[src/rtl/instr_decoder.sv]
// -----------------------------------------------------------------------------
// instr_decoder
//   Registered decode-stage instruction decoder for 32-bit MIPS-style words.
//   Slices the instruction into its raw fields, classifies the format
//   (R/I/J), builds the extended immediate and the jump target field, and
//   flags unsupported opcode/funct combinations. All outputs come from
//   registers and appear one cycle after a valid instruction is presented.
//
// Ports
//   clk          rising-edge clock
//   rst          asynchronous, active-high reset (all outputs forced to 0)
//   instr        instruction word to decode
//   instr_valid  instr is valid this cycle
//   opcode       instr[31:26]
//   rs1          instr[25:21]
//   rs2          instr[20:16]
//   rd           instr[15:11]
//   shmt         instr[10:6]
//   funct        instr[5:0]
//   imm_ext      zero/sign/upper-extended instr[15:0] (depends on opcode)
//   jaddr        instr[25:0]
//   is_rtype     opcode == 0x00
//   is_jtype     opcode == 0x02 or 0x03
//   is_itype     any other opcode
//   illegal      unsupported opcode, or R-type with unsupported funct
//   out_valid    registered instr_valid
// -----------------------------------------------------------------------------
module instr_decoder (
  input  logic        clk,
  input  logic        rst,
  input  logic [31:0] instr,
  input  logic        instr_valid,
  output logic [5:0]  opcode,
  output logic [4:0]  rs1,
  output logic [4:0]  rs2,
  output logic [4:0]  rd,
  output logic [4:0]  shmt,
  output logic [5:0]  funct,
  output logic [31:0] imm_ext,
  output logic [25:0] jaddr,
  output logic        is_rtype,
  output logic        is_jtype,
  output logic        is_itype,
  output logic        illegal,
  output logic        out_valid
);

  // Opcodes
  localparam logic [5:0] OP_RTYPE = 6'h00;
  localparam logic [5:0] OP_J     = 6'h02;
  localparam logic [5:0] OP_JAL   = 6'h03;
  localparam logic [5:0] OP_BEQ   = 6'h04;
  localparam logic [5:0] OP_BNE   = 6'h05;
  localparam logic [5:0] OP_ADDI  = 6'h08;
  localparam logic [5:0] OP_ADDIU = 6'h09;
  localparam logic [5:0] OP_SLTI  = 6'h0A;
  localparam logic [5:0] OP_ANDI  = 6'h0C;
  localparam logic [5:0] OP_ORI   = 6'h0D;
  localparam logic [5:0] OP_LUI   = 6'h0F;
  localparam logic [5:0] OP_LW    = 6'h23;
  localparam logic [5:0] OP_SW    = 6'h2B;

  // R-type function codes
  localparam logic [5:0] FN_SLL = 6'h00;
  localparam logic [5:0] FN_SRL = 6'h02;
  localparam logic [5:0] FN_JR  = 6'h08;
  localparam logic [5:0] FN_ADD = 6'h20;
  localparam logic [5:0] FN_SUB = 6'h22;
  localparam logic [5:0] FN_AND = 6'h24;
  localparam logic [5:0] FN_OR  = 6'h25;
  localparam logic [5:0] FN_SLT = 6'h2A;

  typedef struct packed {
    logic [5:0]  opcode;
    logic [4:0]  rs1;
    logic [4:0]  rs2;
    logic [4:0]  rd;
    logic [4:0]  shmt;
    logic [5:0]  funct;
    logic [31:0] imm_ext;
    logic [25:0] jaddr;
    logic        is_rtype;
    logic        is_jtype;
    logic        is_itype;
    logic        illegal;
  } dec_t;

  dec_t w_dec;
  dec_t r_dec;
  logic r_out_valid;
  logic w_op_ok;
  logic w_fn_ok;

  // Combinational decode of the incoming word.
  always_comb begin
    // NOTE: every combinational output gets a default first so no path
    // through the case statements can leave it unassigned (no latches).
    w_dec   = '0;
    w_op_ok = 1'b0;
    w_fn_ok = 1'b0;

    // Raw, format-independent field slicing.
    w_dec.opcode = instr[31:26];
    w_dec.rs1    = instr[25:21];
    w_dec.rs2    = instr[20:16];
    w_dec.rd     = instr[15:11];
    w_dec.shmt   = instr[10:6];
    w_dec.funct  = instr[5:0];
    w_dec.jaddr  = instr[25:0];

    // Logical immediates are zero-extended, lui places the half-word in the
    // upper 16 bits; everything else (R and J included) is sign-extended.
    case (instr[31:26])
      OP_ANDI, OP_ORI: w_dec.imm_ext = {16'h0000, instr[15:0]};
      OP_LUI:          w_dec.imm_ext = {instr[15:0], 16'h0000};
      default:         w_dec.imm_ext = {{16{instr[15]}}, instr[15:0]};
    endcase

    // Format classification: exactly one flag is set for any opcode.
    w_dec.is_rtype = (instr[31:26] == OP_RTYPE);
    w_dec.is_jtype = (instr[31:26] == OP_J) || (instr[31:26] == OP_JAL);
    w_dec.is_itype = !w_dec.is_rtype && !w_dec.is_jtype;

    case (instr[31:26])
      OP_RTYPE, OP_J, OP_JAL, OP_BEQ, OP_BNE, OP_ADDI, OP_ADDIU,
      OP_SLTI, OP_ANDI, OP_ORI, OP_LUI, OP_LW, OP_SW: w_op_ok = 1'b1;
      default:                                        w_op_ok = 1'b0;
    endcase

    case (instr[5:0])
      FN_SLL, FN_SRL, FN_JR, FN_ADD, FN_SUB, FN_AND, FN_OR, FN_SLT:
        w_fn_ok = 1'b1;
      default:
        w_fn_ok = 1'b0;
    endcase

    // funct only matters for R-type words.
    w_dec.illegal = !w_op_ok || (w_dec.is_rtype && !w_fn_ok);
  end

  // Output register: fields load only on a valid word and otherwise hold;
  // out_valid simply follows instr_valid.
  always_ff @(posedge clk or posedge rst) begin
    if (rst) begin
      // NOTE: sequential state uses non-blocking assignments so every
      // register samples pre-edge values regardless of statement order.
      r_dec       <= '0;
      r_out_valid <= 1'b0;
    end else begin
      r_out_valid <= instr_valid;
      if (instr_valid) begin
        r_dec <= w_dec;
      end
    end
  end

  assign opcode    = r_dec.opcode;
  assign rs1       = r_dec.rs1;
  assign rs2       = r_dec.rs2;
  assign rd        = r_dec.rd;
  assign shmt      = r_dec.shmt;
  assign funct     = r_dec.funct;
  assign imm_ext   = r_dec.imm_ext;
  assign jaddr     = r_dec.jaddr;
  assign is_rtype  = r_dec.is_rtype;
  assign is_jtype  = r_dec.is_jtype;
  assign is_itype  = r_dec.is_itype;
  assign illegal   = r_dec.illegal;
  assign out_valid = r_out_valid;

endmodule

[config.mk]
export PLATFORM = sky130hd
export DESIGN_NAME = instr_decoder
export DESIGN_NICKNAME = d
export VERILOG_FILES = /design/src/rtl/instr_decoder.sv
export SDC_FILE = /design/constraint.sdc
export NUM_CORES = 1
export LEC_CHECK = 0
export CORE_ASPECT_RATIO = 0.6
export CORE_MARGIN = 2
export CORE_UTILIZATION = 45
export DETAILED_ROUTE_END_ITERATION = 12
export GPL_TIMING_DRIVEN = 0
export PLACE_DENSITY = 0.93
export SKIP_CTS_REPAIR_TIMING = 1
export SLEW_MARGIN = 20
export SYNTH_ARGS = -nofsm -noshare
export SYNTH_HDL_FRONTEND = slang
export SYNTH_SLANG_ARGS = --single-unit
[constraint.sdc]
create_clock -name clk -period 5 [get_ports clk]
set_clock_uncertainty 0.05 [all_clocks]
set_input_delay 0.75 -clock clk [delete_from_list [all_inputs] [get_ports clk]]
set_output_delay 0.75 -clock clk [all_outputs]
set_load 0.02 [all_outputs]
==> results of run 1 <==
[synthesized netlist by cell type]
master | n | area share
dfrtp_1 | 69 | 0.59
inv_1 | 39 | 0.050
nand2_1 | 35 | 0.045
buf_4 | 26 | 0.066
nor2_1 | 18 | 0.023
o22ai_1 | 18 | 0.038
o21ai_0 | 17 | 0.029
a31oi_1 | 15 | 0.032
clkbuf_1 | 15 | 0.019
mux2_2 | 15 | 0.057
a21oi_1 | 3 | 0.0051
or3_1 | 3 | 0.0064
a2111oi_0 | 2 | 0.0060
mux2i_1 | 2 | 0.0068
nor3_1 | 2 | 0.0034
a211oi_1 | 1 | 0.0026
buf_2 | 1 | 0.0017
nand2b_1 | 1 | 0.0021
nand3b_1 | 1 | 0.0026
nor2b_1 | 1 | 0.0021
nor4_1 | 1 | 0.0021
nor4_2 | 1 | 0.0043
o41ai_1 | 1 | 0.0030
or2_2 | 1 | 0.0021
or4_1 | 1 | 0.0026
[per-stage QoR]
stage	hold slack, ps	power, mW	worst slack (ps)
after detailed placement	444.9	1.049	2021
after CTS	462.7	1.441	2376
after floorplan	554.6	0.8396	2460
after global routing	478.4	1.491	2171
after global placement	439.6	1.034	1399
final	460.1	1.429	2365
[state kept, by name, summed over array words and instances (netlist names)]
| name | cells |
|---|---|
| rd | 4 |
| is_jtype | 1 |
| funct | 5 |
| is_rtype | 1 |
| opcode | 6 |
| rs2 | 4 |
| jaddr | 4 |
| out_valid | 1 |
| imm_ext | 32 |
| is_itype | 1 |
| shmt | 4 |
| rs1 | 5 |
| illegal | 1 |
[metal layers]
| metal | vias to the layer above | GRT usage | share of wire |
|---|---|---|---|
| li1 | 1206 | - | - |
| met1 | 1283 | 0.3048 | 0.43 |
| met2 | 122 | 0.3876 | 0.47 |
| met3 | 5 | 0.08415 | 0.093 |
| met4 | 0 | 0.04647 | 0.0062 |
| met5 | - | 0 | 0 |
[worst min path at each step]
stage,slack (ps),cells past startpoint,endpoint,startpoint
finish,460,1,opcode[0],opcode[0]
global placement,440,1,opcode[3],opcode[3]
global route,480,1,opcode[3],opcode[3]
CTS,460,1,opcode[0],opcode[0]
detailed placement,440,1,opcode[0],opcode[0]
floorplan,550,2,imm_ext[31],imm_ext[31]
[area by class of cell]
cell class	count	area share
plain buffers	42	0.05669
clock buffers	11	0.03125
clock inverters	4	0.005531
inverters	39	0.03291
multi-input cells	139	0.1789
flip-flops and latches	69	0.3816
well taps	84	0.02323
repair buffers	130	0.2898
[cell usage in the layout (no fill, tap or decap), types with 2 or more instances in the layout]
| master | n |
|---|---|
| a2111oi_0 | 2 |
| a21oi_1 | 3 |
| a31oi_1 | 15 |
| buf_4 | 26 |
| clkbuf_1 | 16 |
| clkbuf_8 | 10 |
| clkdlybuf4s50_1 | 129 |
| clkinv_2 | 2 |
| clkinvlp_4 | 2 |
| dfrtp_1 | 69 |
| inv_1 | 38 |
| mux2_2 | 15 |
| mux2i_1 | 2 |
| nand2_1 | 35 |
| nor2_1 | 18 |
| nor3_1 | 2 |
| o21ai_0 | 17 |
| o22ai_1 | 18 |
| or3_1 | 3 |
[logic make-up (layout without fill, tap and decap cells)]
logic type | Yosys count | in the layout | share of synthesized area
DFF | 69 | 69 | 0.5875
AOI/OAI and AO/OA | 57 | 57 | 0.1158
muxes | 17 | 17 | 0.06428
buffers and inverters | 81 | 226 | 0.1371
and+or+nand+nor | 65 | 65 | 0.09537
[worst max-delay path: cells and delay by family]
family / cells / cell delay, ps
AOI/OAI and AO/OA: 1 / 120
buffers and inverters: 3 / 1100
and+or+nand+nor: 3 / 790
[power breakdown]
part           total (mW)  switching (mW)  internal [mW]  leakage [nW]
registers           0.643          0.0340          0.609         0.814
clock network       0.391           0.202          0.189        0.0812
logic               0.394           0.195          0.199          1.07
total                1.43           0.431          0.998          1.97
==> out/metrics.yaml, run 1 <==
yosys:
  yosysWarnings: 0
  ys_types: 25
  synthesis.area_um2: 2939
  synthCells: 289
  ys_ff_latch: 69
  syn_area_per_cell_um2: 10.17
  synth_nets: 324
  synth_seq_area_share: 0.5875
setup_path:
  r2r_slack_ps: 3790
  endpoint_kind: "register"
  r2r-end: "illegal"
  critPathMaxFanout: 10
  path_class: "input pin to register"
  timing.rr.start: "illegal"
  cp-start-kind: "input pin"
  path_cells: "clkdlybuf4s50_1 -> nand2_1 -> nor4_2 -> or2_2 -> clkbuf_1 -> buf_2 -> a31oi_1"
  cp_slowest_cell: "clkdlybuf4s50_1"
  endpoint: "imm_ext[26]"
  crit_start: "instr[28]"
  crit_required_ps: 5130
  arrival_ps: 2770
  r2r_cells: 3
  max_stage_delay_ps: 550
final_layout:
  syn_to_final_growth_pct: 53.94
  num_antenna_cells: 0
  layout-drive-gt1-share: 0.1382
  instances_no_fill: 518
  fin_area_um2: 4524
  regArea_um2: 1727
  finish.utilization: 0.7273
  nFillCells: 465
  nNetsFinal: 465
  multiInputGateArea_um2: 809.5
global_routing:
  grt_pass1_wl_um: 12730
  grt_remaining_overflow: 0
  grt_max_degree: 40
  globalRouteTotalUtil: 0.2356
  antenna_found_initial: 0
  grt_pass1_vias: 2502
floorplanning:
  start_util: 0.4724
  dieWidth_um: 108.3
  dieArea_um2: 7215
  rows: 22
  coreArea_um2: 6221
  ios: 130
  die_y_um: 66.60
routing:
  wl_per_cell_um: 15.89
  drt_iter0_markers: 96
  drtPass1Iterations: 4
  routed_via_density: 5.050
  drc: 0
  num_vias: 2616
  finalWirelength_um: 8229
  ant_nets: 0
clock_network:
  tritoncts_num_sinks: 69
  path_clk_slew_ps: 70
  cts_tree: "built"
  cts_max_path_buffers: 2
  htreeDepth: 3
  cts_buffers: 9
  clk_latency_ps: 330
  clockRootBuffer: "clkbuf_8"
hold_path:
  min_path_type: "register to register"
outcome:
  status: "finished clean"
sta:
  hold_viol_final: 0
  fmax_mhz: 379.5
  grt_setup_unrepaired: "no"
  slew_headroom: 0.5776
  tightest_slew_ps: 617.7
  fin_crit_sh: 0.5270
  slew_viol_final: 0
  period_needed_ps: 2635
  finalSetupTns_ps: 0
  setup_viol: 0
placement:
  io_buffers: 129
  place.detailed.hpwl_um: 6239
  dp_cells: 503
  place.gp.congestion: 0.7743
  dpl-instance-area_um2: 4358
pwr:
  cellLeakagePower_nw: 1.967
  vdd_ir_drop_max_v: 0.0001825
  p_per_area_nw_per_um2: 315.7
run:
  max-cap-violations: 0
(Power assumes the default switching activity.)
==> inputs of run 2 (changes only) <==
Settings changed: CORE_UTILIZATION 45 to 38, PLACE_DENSITY 0.93 to 0.85.
Clock period 5 ns to 2.11 ns, I/O delays scaled along.
==> out/metrics.yaml, run 2 (synthesized netlist as in run 1, its figures left out) <==
routing:
  drt_iter0_markers: 162  # was 96
  finalWirelength_um: 8735  # was 8229 um
  drtPass1Iterations: 4  # unchanged
  ant_nets: 0  # unchanged
  wl_per_cell_um: 16.27  # was 15.89 um
  routed_via_density: 4.870  # was 5.050
  num_vias: 2615  # was 2616
  drc: 0  # unchanged
global_routing:
  grt_max_degree: 37  # was 40
  grt_pass1_vias: 2690  # was 2502
  antenna_found_initial: 0  # unchanged
  grt_remaining_overflow: 0  # unchanged
  globalRouteTotalUtil: 0.2107  # was 0.2356
  grt_pass1_wl_um: 13860  # was 12730 um
clock_network:
  cts_max_path_buffers: 2  # unchanged
  clk_latency_ps: 320  # was 330 ps
  htreeDepth: 3  # unchanged
  cts_buffers: 9  # unchanged
  tritoncts_num_sinks: 69  # unchanged
  clockRootBuffer: "clkbuf_16"  # was clkbuf_8
  path_clk_slew_ps: 60  # was 70 ps
  cts_tree: "built"  # unchanged
sta:
  tightest_slew_ps: 629.3  # was 617.7 ps
  hold_ws_ps: 310.3  # was 460.1 ps
  fin_crit_sh: 0.9385
  grt_setup_unrepaired: "no"  # unchanged
  slew_viol_final: 0  # unchanged
  slew_headroom: 0.5805  # was 0.5776
  setup_slack_ps: 129.7  # was 2365 ps
  hold_viol_final: 0  # unchanged
  setup_viol: 0  # unchanged
  period_needed_ps: 1980
  fmax_mhz: 505.0
  finalSetupTns_ps: 0  # unchanged
pwr:
  vdd_ir_drop_max_v: 0.0004096  # was 0.0001825 V
  sequentialPowerShare: 0.361  # was 0.450
  clockPowerShare: 0.416  # was 0.274
  comb_power_share: 0.223  # was 0.276
  p_switching_mw: 1.117  # was 0.4309 mW
  p_per_area_nw_per_um2: 888.3  # was 315.7 nW/um2
  cellLeakagePower_nw: 2.073  # was 1.967 nW
  p_int_mw: 3.103  # was 0.9976 mW
  p_sw_frac: 0.2647  # was 0.3016
setup_path:
  cp-start-kind: "input pin"  # unchanged
  path_cells: "clkdlybuf4s50_1 -> nand2_1 -> nor4_4 -> clkbuf_1 -> o22ai_1"  # was clkdlybuf4s50_1 -> nand2_1 -> nor4_2 -> or2_2 -> clkbuf_1 -> buf_2 -> a31oi_1
  endpoint_kind: "register"  # unchanged
  path_class: "input pin to register"  # unchanged
  max_stage_delay_ps: 570  # was 550 ps
  critPathMaxFanout: 10  # unchanged
  arrival_ps: 2100  # was 2770 ps
  crit_required_ps: 2230  # was 5130 ps
  cp_slowest_cell: "clkdlybuf4s50_1"  # unchanged
final_layout:
  num_antenna_cells: 0  # unchanged
  layout-drive-gt1-share: 0.1524  # was 0.1382
  layout_common_cells: "128 x clkdlybuf4s50_1, 69 x dfrtp_1, 38 x inv_1"  # was 129 x clkdlybuf4s50_1, 69 x dfrtp_1, 38 x inv_1
  syn_to_final_growth_pct: 61.60  # was 53.94%
  final_common_cell: "clkdlybuf4s50_1"  # unchanged
  nFillCells: 619  # was 465
  nNetsFinal: 463  # was 465
  largest_register_ffs: 32  # unchanged
placement:
  io_buffers: 129  # unchanged
  place.detailed.hpwl_um: 6338  # was 6239 um
  pre_cts_ws_ps: -475.8  # was 2021 ps
  place.gp.congestion: 0.8225  # was 0.7743
floorplanning:
  start_util: 0.3979  # was 0.4724
  die_y_um: 72.12  # was 66.60 um
  dieWidth_um: 117.5  # was 108.3 um
  coreArea_um2: 7387  # was 6221 um2
  dieArea_um2: 8477  # was 7215 um2
  ios: 130  # unchanged
  rows: 24  # was 22
run:
  max-cap-violations: 0  # unchanged
outcome:
  status: "finished clean"  # unchanged
hold_path:
  min_path_type: "input pin to async pin"  # was register to register
-- run 2: cell types whose count changed in the layout (fill, tap and decap cells not counted), sizes merged --
cell and change:
clkdlybuf4s50 -1, clkinv -1, clkbuf -2, buf -1, dlymetal6s2s +1, bufinv +3
-- run 2: worst max-delay path: cells and delay by family --
family,cells,cell delay [ps]
AOI/OAI and AO/OA,1,190
buffers and inverters,2,1060
and+or+nand+nor,2,530
-- run 2: area by class of cell --
cell class,instances,area (um2),area share
buffer,40,255.2,0.05374
clock inverter,6,110.1,0.02318
timing repair buffer,130,1314,0.2766
clock buffer,10,239.0,0.05032
multi-input combinational,139,825.8,0.1739
sequential,69,1727,0.3635
inverter,39,148.9,0.03135
tap,104,130.1,0.02740
-- run 2: power groups by stage --
stage / clock network (mW) / logic [mW] / registers [mW]
2_1_floorplan: 0 / 0.302 / 1.69
3_3_place_gp: 0 / 0.915 / 1.54
3_5_place_dp: 0 / 0.942 / 1.55
4_1_cts: 1.77 / 0.948 / 1.52
5_1_grt: 1.84 / 0.999 / 1.54
6_report: 1.75 / 0.942 / 1.52
-- run 2: final timing paths --
check                          start          to  slack (ps)  depth (start not counted)
setup / recovery           instr[28]  imm_ext[7]         130                          5
hold / removal                   rst     shmt[1]         310                          2
setup reg to reg             illegal     illegal         920                          3
hold reg to reg            opcode[0]   opcode[0]         450                          1
max in group asynchronous        rst     illegal        1150                          3
min in group clk           opcode[0]   opcode[0]         450                          1
-- run 2: through the flow --
step / total power, mW / instance area [um2] / util / std cells
CTS: 4.242 / 4732 / 0.6406 / 539
floorplan: 1.990 / 2939 / - / 289
detailed placement: 2.488 / 4383 / 0.5933 / 523
global route: 4.380 / 4750 / 0.6430 / 537
finish: 4.219 / 4750 / 0.6430 / 537
global placement: 2.453 / 4360 / 0.5903 / 522
-- run 2: metal layers --
metal / up-vias / wire length [um] / global-route usage / share of wire
met5: - / 0 / 0 / 0
met4: 0 / 19 / 0.04284 / 0.0022
met3: 2 / 666 / 0.07626 / 0.076
met2: 95 / 4103 / 0.3632 / 0.47
met1: 1309 / 3945 / 0.2608 / 0.45
li1: 1209 / - / - / -
